==> src/rtl/ppu_oaram_writer_if.sv <==
// Bus between the tile-buffer drain engine and its controller / buffer / OARAM.
interface ppu_oaram_writer_if #(
  parameter int unsigned RAM_WIDTH   = 10,
  parameter int unsigned BANK_COUNT  = 32,
  parameter int unsigned TILE_SIZE   = 128,
  parameter int unsigned INDEX_WIDTH = 4
);
  logic                          start;
  logic [1:0]                    bitwidth;
  logic [$clog2(BANK_COUNT)-1:0] buffer_bank_read;
  logic [$clog2(TILE_SIZE)-1:0]  buffer_bank_entry;
  logic signed [7:0]             buffer_data_read;
  logic [24:0]                   oaram_value;
  logic [INDEX_WIDTH-1:0]        oaram_indices_value;
  logic [RAM_WIDTH-2:0]          oaram_address;
  logic                          oaram_write_enable;
  logic                          busy;
  logic                          done;
  logic [RAM_WIDTH-1:0]          entry_count;
  logic                          overflow;

  modport master (
    output start, bitwidth, buffer_data_read,
    input  buffer_bank_read, buffer_bank_entry, oaram_value, oaram_indices_value,
           oaram_address, oaram_write_enable, busy, done, entry_count, overflow
  );

  modport slave (
    input  start, bitwidth, buffer_data_read,
    output buffer_bank_read, buffer_bank_entry, oaram_value, oaram_indices_value,
           oaram_address, oaram_write_enable, busy, done, entry_count, overflow
  );
endinterface

==> src/rtl/ppu_oaram_writer.sv <==
// Drains the accumulation tile buffer into OARAM as ReLU/clamped values with
// zero-run indices, skipping zeros and suppressing trailing zeros.
module ppu_oaram_writer #(
  parameter int unsigned RAM_WIDTH   = 10,
  parameter int unsigned BANK_COUNT  = 32,
  parameter int unsigned TILE_SIZE   = 128,
  parameter int unsigned INDEX_WIDTH = 4
) (
  input  logic                 clk,
  input  logic                 reset,
  ppu_oaram_writer_if.slave    bus
);
  localparam int unsigned BW = $clog2(BANK_COUNT);
  localparam int unsigned EW = $clog2(TILE_SIZE);
  localparam int unsigned AW = RAM_WIDTH - 1;
  localparam logic [INDEX_WIDTH-1:0] MAXRUN     = '1;
  localparam logic [AW-1:0]          ADDR_LAST  = '1;
  localparam logic [BW-1:0]          BANK_LAST  = BW'(BANK_COUNT - 1);
  localparam logic [EW-1:0]          ENTRY_LAST = EW'(TILE_SIZE - 1);

  typedef enum logic [1:0] {S_IDLE, S_READ, S_DRAIN} state_t;

  state_t                 r_state, w_state_nxt;
  logic [BW-1:0]          r_bank;
  logic [EW-1:0]          r_entry;
  logic [1:0]             r_bitwidth;
  logic                   r_sample_vld;
  logic [INDEX_WIDTH-1:0] r_run;
  logic [AW-1:0]          r_wr_addr;
  logic                   r_full;
  logic [6:0]             r_val;
  logic [INDEX_WIDTH-1:0] r_idx;
  logic [AW-1:0]          r_oaram_address;
  logic                   r_we;
  logic                   r_busy;
  logic                   r_done;
  logic [RAM_WIDTH-1:0]   r_entry_count;
  logic                   r_overflow;

  logic                   w_start_ok;
  logic                   w_last_rd;
  logic [6:0]             w_pos;
  logic [6:0]             w_max;
  logic [6:0]             w_v;
  logic                   w_need_wr;

  assign w_start_ok = (r_state == S_IDLE) && bus.start;
  assign w_last_rd  = (r_state == S_READ) && (r_bank == BANK_LAST) && (r_entry == ENTRY_LAST);

  // ReLU, precision clamp and the decision whether this sample produces an entry
  always_comb begin
    w_pos = bus.buffer_data_read[7] ? 7'd0 : bus.buffer_data_read[6:0];
    case (r_bitwidth)
      2'b00:   w_max = 7'd127;
      2'b01:   w_max = 7'd15;
      2'b10:   w_max = 7'd3;
      default: w_max = 7'd1;
    endcase
    w_v       = (w_pos > w_max) ? w_max : w_pos;
    w_need_wr = r_sample_vld && ((w_v != 7'd0) || (r_run == MAXRUN));
  end

  // FSM state register
  always_ff @(posedge clk) begin
    if (reset) r_state <= S_IDLE;
    else       r_state <= w_state_nxt;
  end

  // FSM next state; DRAIN covers the last sample slot and the done slot
  always_comb begin
    w_state_nxt = r_state;
    case (r_state)
      S_IDLE:  if (bus.start) w_state_nxt = S_READ;
      S_READ:  if (w_last_rd) w_state_nxt = S_DRAIN;
      S_DRAIN: if (r_done)    w_state_nxt = S_IDLE;
      default: w_state_nxt = S_IDLE;
    endcase
  end

  // Read address sequencing, run encoding and OARAM write registers
  always_ff @(posedge clk) begin
    if (reset) begin
      r_bank          <= '0;
      r_entry         <= '0;
      r_bitwidth      <= '0;
      r_sample_vld    <= 1'b0;
      r_run           <= '0;
      r_wr_addr       <= '0;
      r_full          <= 1'b0;
      r_val           <= '0;
      r_idx           <= '0;
      r_oaram_address <= '0;
      r_we            <= 1'b0;
      r_busy          <= 1'b0;
      r_done          <= 1'b0;
      r_entry_count   <= '0;
      r_overflow      <= 1'b0;
    end else begin
      r_we         <= 1'b0;
      r_done       <= 1'b0;
      r_sample_vld <= (r_state == S_READ);

      if (w_start_ok) begin
        r_bitwidth      <= bus.bitwidth;
        r_bank          <= '0;
        r_entry         <= '0;
        r_run           <= '0;
        r_wr_addr       <= '0;
        r_full          <= 1'b0;
        r_oaram_address <= '0;
        r_entry_count   <= '0;
        r_overflow      <= 1'b0;
        r_busy          <= 1'b1;
      end

      if (r_state == S_READ) begin
        if (r_entry == ENTRY_LAST) begin
          r_entry <= '0;
          r_bank  <= (r_bank == BANK_LAST) ? '0 : r_bank + BW'(1);
        end else begin
          r_entry <= r_entry + EW'(1);
        end
      end

      if (r_sample_vld) begin
        if (w_need_wr) begin
          r_run <= '0;
          if (r_full) begin
            r_overflow <= 1'b1;
          end else begin
            r_we            <= 1'b1;
            r_val           <= w_v;
            r_idx           <= r_run;
            r_oaram_address <= r_wr_addr;
            r_entry_count   <= r_entry_count + RAM_WIDTH'(1);
            if (r_wr_addr == ADDR_LAST) r_full <= 1'b1;
            else                        r_wr_addr <= r_wr_addr + AW'(1);
          end
        end else begin
          r_run <= r_run + INDEX_WIDTH'(1);
        end
      end

      if ((r_state == S_DRAIN) && r_sample_vld) r_done <= 1'b1;
      if ((r_state == S_DRAIN) && r_done)       r_busy <= 1'b0;
    end
  end

  assign bus.buffer_bank_read    = r_bank;
  assign bus.buffer_bank_entry   = r_entry;
  assign bus.oaram_value         = 25'(r_val);
  assign bus.oaram_indices_value = r_idx;
  assign bus.oaram_address       = r_oaram_address;
  assign bus.oaram_write_enable  = r_we;
  assign bus.busy                = r_busy;
  assign bus.done                = r_done;
  assign bus.entry_count         = r_entry_count;
  assign bus.overflow            = r_overflow;
endmodule

==> src/flat_wrapper.sv <==
// flat-port wrapper written by rule: the top's interface ports become plain ports
module ppu_oaram_writer_flat 
#(
  parameter int unsigned RAM_WIDTH   = 10,
  parameter int unsigned BANK_COUNT  = 32,
  parameter int unsigned TILE_SIZE   = 128,
  parameter int unsigned INDEX_WIDTH = 4
)
  (clk, reset, bus_start, bus_bitwidth, bus_buffer_data_read, bus_buffer_bank_read, bus_buffer_bank_entry, bus_oaram_value, bus_oaram_indices_value, bus_oaram_address, bus_oaram_write_enable, bus_busy, bus_done, bus_entry_count, bus_overflow);
  ppu_oaram_writer_if #(.RAM_WIDTH(RAM_WIDTH), .BANK_COUNT(BANK_COUNT), .TILE_SIZE(TILE_SIZE), .INDEX_WIDTH(INDEX_WIDTH)) bus_i ();
  input  logic clk;
  input  logic reset;
  input wire logic [$bits(bus_i.start)-1:0] bus_start;
  input wire logic [$bits(bus_i.bitwidth)-1:0] bus_bitwidth;
  input wire logic [$bits(bus_i.buffer_data_read)-1:0] bus_buffer_data_read;
  output wire logic [$bits(bus_i.buffer_bank_read)-1:0] bus_buffer_bank_read;
  output wire logic [$bits(bus_i.buffer_bank_entry)-1:0] bus_buffer_bank_entry;
  output wire logic [$bits(bus_i.oaram_value)-1:0] bus_oaram_value;
  output wire logic [$bits(bus_i.oaram_indices_value)-1:0] bus_oaram_indices_value;
  output wire logic [$bits(bus_i.oaram_address)-1:0] bus_oaram_address;
  output wire logic [$bits(bus_i.oaram_write_enable)-1:0] bus_oaram_write_enable;
  output wire logic [$bits(bus_i.busy)-1:0] bus_busy;
  output wire logic [$bits(bus_i.done)-1:0] bus_done;
  output wire logic [$bits(bus_i.entry_count)-1:0] bus_entry_count;
  output wire logic [$bits(bus_i.overflow)-1:0] bus_overflow;
  assign bus_i.start = bus_start;
  assign bus_i.bitwidth = bus_bitwidth;
  assign bus_i.buffer_data_read = bus_buffer_data_read;
  assign bus_buffer_bank_read = bus_i.buffer_bank_read;
  assign bus_buffer_bank_entry = bus_i.buffer_bank_entry;
  assign bus_oaram_value = bus_i.oaram_value;
  assign bus_oaram_indices_value = bus_i.oaram_indices_value;
  assign bus_oaram_address = bus_i.oaram_address;
  assign bus_oaram_write_enable = bus_i.oaram_write_enable;
  assign bus_busy = bus_i.busy;
  assign bus_done = bus_i.done;
  assign bus_entry_count = bus_i.entry_count;
  assign bus_overflow = bus_i.overflow;
  ppu_oaram_writer #(.RAM_WIDTH(RAM_WIDTH), .BANK_COUNT(BANK_COUNT), .TILE_SIZE(TILE_SIZE), .INDEX_WIDTH(INDEX_WIDTH)) u_core (.clk(clk), .reset(reset), .bus(bus_i));
endmodule
==> config.mk <==
export PLATFORM = sky130hd
export DESIGN_NAME = ppu_oaram_writer_flat
export DESIGN_NICKNAME = d
export VERILOG_FILES = /design/src/rtl/ppu_oaram_writer_if.sv /design/src/rtl/ppu_oaram_writer.sv /design/src/flat_wrapper.sv
export SDC_FILE = /design/constraint.sdc
export NUM_CORES = 1
export LEC_CHECK = 0
export CAP_MARGIN = 20
export CORE_MARGIN = 2
export CORE_UTILIZATION = 51
export CTS_CLUSTER_SIZE = 16
export DETAILED_ROUTE_END_ITERATION = 8
export HOLD_SLACK_MARGIN = 0.05
export PLACE_DENSITY = 0.8
export SLEW_MARGIN = 20
export SYNTH_ARGS = -nofsm -noshare
export SYNTH_HDL_FRONTEND = slang
export SYNTH_SLANG_ARGS = --single-unit
==> constraint.sdc <==
create_clock -name clk -period 3.7 [get_ports clk]
set_input_delay 1.11 -clock clk [delete_from_list [all_inputs] [get_ports clk]]
set_output_delay 1.11 -clock clk [all_outputs]
set_load 0.02 [all_outputs]
==> results.md <==
- Status: finished, final reports clean
- Max_cap viols: 0
- NumNets Final: 538
- Core ar.: ~6800 sq um
- Synth Warn #: 0
- Area fraction of the dominant cell type after synthesis: 0.364
- Fmax: 285 MHz
- Min Hold Slack: 0.459 ns
- R2r worst-path depth: 10
- Post-synth EDFFs: 0
- Worst path arrival time: roughly 3.8 ns
- Commonest cells after routing, fill and taps aside: dfxtp_1 (65), clkdlybuf4s50_1 (57), a21oi_1 (46), nor2_1 (37), nand3_1 (32)
- Die ar.: around 7700 sq um
- DRT Pass-1 Iters: 4
- Remaining antenna violation count: 0
- Horiz. Die Dim: 87.7 microns
- Post-Syn Area per Cell: 8.09 sq um
- Setup WS post-layout: 0.186 ns
- Most common cell after layout, fill and taps aside: dfxtp_1
- CTS tree: built
- Lkg Pwr: 1.68 nW
- Final wirelength: 9130 microns
- CTS buffer count: 9
- Post-DP HPWL: around 6500 microns
- PD cells: 359 nW/um^2
- Setup Crit Path Kind: input port to flop
- Tcrit/Tclk final: 0.950
- Post-synthesis async set-or-reset flop share: 0
- DRC: 0
- Initial Utilization: 0.526
- Hold crit path type: flop to flop
- CP Launch Type: input port
- Clock tree buffer depth: 2
- Grt total ovfl: 0
- Post-CTS resize count: 0
- Vias per inst: 5.80
- Unique masters post-synth: 62
- Wire length per cell: approximately 15 microns
- Sequential element share of the synthesized area: 0.364
- Ant diodes: 0
- CP Max Fanout: 14
- Yosys reg bits: 65
- Syn Std Cell Area: about 3600 sq um
- Synth area leader: dfxtp_1
- Endpoints failing hold: 0
- Setup_tns: 0 ns
- Slew @ Worst Pin: roughly 0.54 ns
- Die Ht: 87.7 microns
- Total track usage: 0.241
- # H-tree levels: 3
- Worst EP required: 3.97 ns
- Ys flop type: dfxtp_1
- Synth area leaders: dfxtp_1 (36%), a21oi_1 (6.4%), ha_1 (4.6%)
- CTS root buf: clkbuf_8
- Placed Area: roughly 4300 sq um
- Layout cells sized above 1: 0.110
- IO Pins: 77
- Initial antenna violation count: 0
- Area delta synth->final: 26.8%
- VDD IR-drop max: between 0.00015 and 0.0002 V
- Max_slew headroom: 0.641
- Number of global-route vias before repair: 3219
- Hold depth: 2
- Global-route wire length before repair: 14700 microns
- Final RePlAce weighted congestion: 0.896
- Post-CTS Setup Repair Bufs: 0
- Design area: 4530 sq um
- Setup WS pre-CTS: -0.128 ns
- Largest net degree at the start of global routing: 41
- Hold buffer count at CTS: 0
- Crit path capture type: flop
- Cells after Synth: approximately 440
- Port Buffers: 58
- Max-slew violations: 0
- Initial DRC count: 200
- Vias after detailed routing: 3552
- Worst-case clock skew: between 0.007 and 0.008 ns
- RSZ-0062 raised after global routing: no
- Fin crit period: 3.51 ns
- Clk pin slew, worst setup/hold paths: about 0.070 ns
- Site Rows: 30
- Worst-Skew Late Latency: 0.35 ns
- CTS sink count: 65
- Endpoints failing setup: 0
## Yosys cell counts (3+ instances only)
master and count:
a211oi_1 8, a21oi_1 46, a31oi_1 5, a32oi_1 3, and3_1 8, buf_2 4, buf_4 20, clkbuf_1 17
dfxtp_1 65, ha_1 13, inv_1 5, nand2_1 30, nand2b_1 6, nand3_1 32, nand4_1 8, nand4b_1 3
nor2_1 37, nor2b_1 15, nor3_1 15, o211ai_1 16, o21ai_0 15, o21ai_1 5, o22ai_1 5, o31ai_1 7
or3_1 4, or4_1 3
## cells by family (layout without fill, tap and decap cells)
logic type,count (synthesis),in the layout,synth area share
AND/OR/NAND/NOR,178,178,0.265
buffers and inverters,51,108,0.0802
adder cells (fa/ha/maj),13,13,0.0455
flip-flops,65,65,0.364
multiplexers,2,2,0.00595
XOR/XNOR,1,1,0.00245
other,1,18,0.00105
AO/OA/AOI/OAI,131,131,0.236
## power by group
group | total [mW] | switching, mW | internal, mW
combinational | 0.236 | 0.147 | 0.0884
sequential | 0.721 | 0.0104 | 0.711
clock | 0.672 | 0.279 | 0.393
## final cells by class
cell class | count | area (sq um)
flip-flops and latches | 65 | 1300
fillers | 585 | 2260
multi-input cells | 343 | 2050
clock buffers | 10 | 138
clock inverters | 5 | 80.1
well taps | 96 | 120
inverters | 6 | 22.5
repair buffers | 87 | 818
## worst paths after layout
check                     startpoint                   to  slack [ns]
min reg2reg      u_core.bus.overflow  u_core.bus.overflow        0.46
min              u_core.bus.overflow  u_core.bus.overflow        0.46
max reg2reg     u_core.r_bitwidth[1]  u_core.r_wr_addr[2]        0.87
max          bus_buffer_data_read[7]  u_core.r_wr_addr[2]        0.19
## state kept, by name, indices dropped and copies added, names as in the netlist, 2 cells and up
name / flops
u_core.bus.oaram_indices_value: 4
u_core.r_wr_addr: 9
u_core.bus.buffer_bank_read: 5
u_core.r_bitwidth: 2
u_core.bus.buffer_bank_entry: 7
u_core.bus.oaram_address: 9
u_core.r_run: 4
u_core.r_state: 2
u_core.bus.entry_count: 10
u_core.r_val: 7
## critical path, cell delays in order
cell	delay (ns)
clkdlybuf4s50_1	0.62
nor2b_1	0.09
ha_1	0.30
a211o_1	0.31
a211oi_1	0.21
o21a_1	0.23
o21a_2	0.38
buf_4	0.22
o311ai_1	0.11
a21oi_1	0.19
## metrics by stage
| stage | std cells | total power [mW] | util |
|---|---|---|---|
| final | 612 | 1.63 | 0.667 |
| after global placement | 597 | 0.964 | 0.635 |
| after floorplan | 459 | 0.897 | - |
| after detailed placement | 597 | 0.970 | 0.635 |
| after global routing | 612 | 1.70 | 0.667 |
| after CTS | 612 | 1.63 | 0.667 |
## routing by layer
layer | up-vias | routed length, microns | track usage
met1 | 1656 | 3940 | 0.320
met5 | - | 0 | 0
met3 | 20 | 613 | 0.0500
met4 | 0 | 172 | 0.0923
li1 | 1739 | - | -
met2 | 137 | 4400 | 0.386
Power figures use the tool's default switching activity.
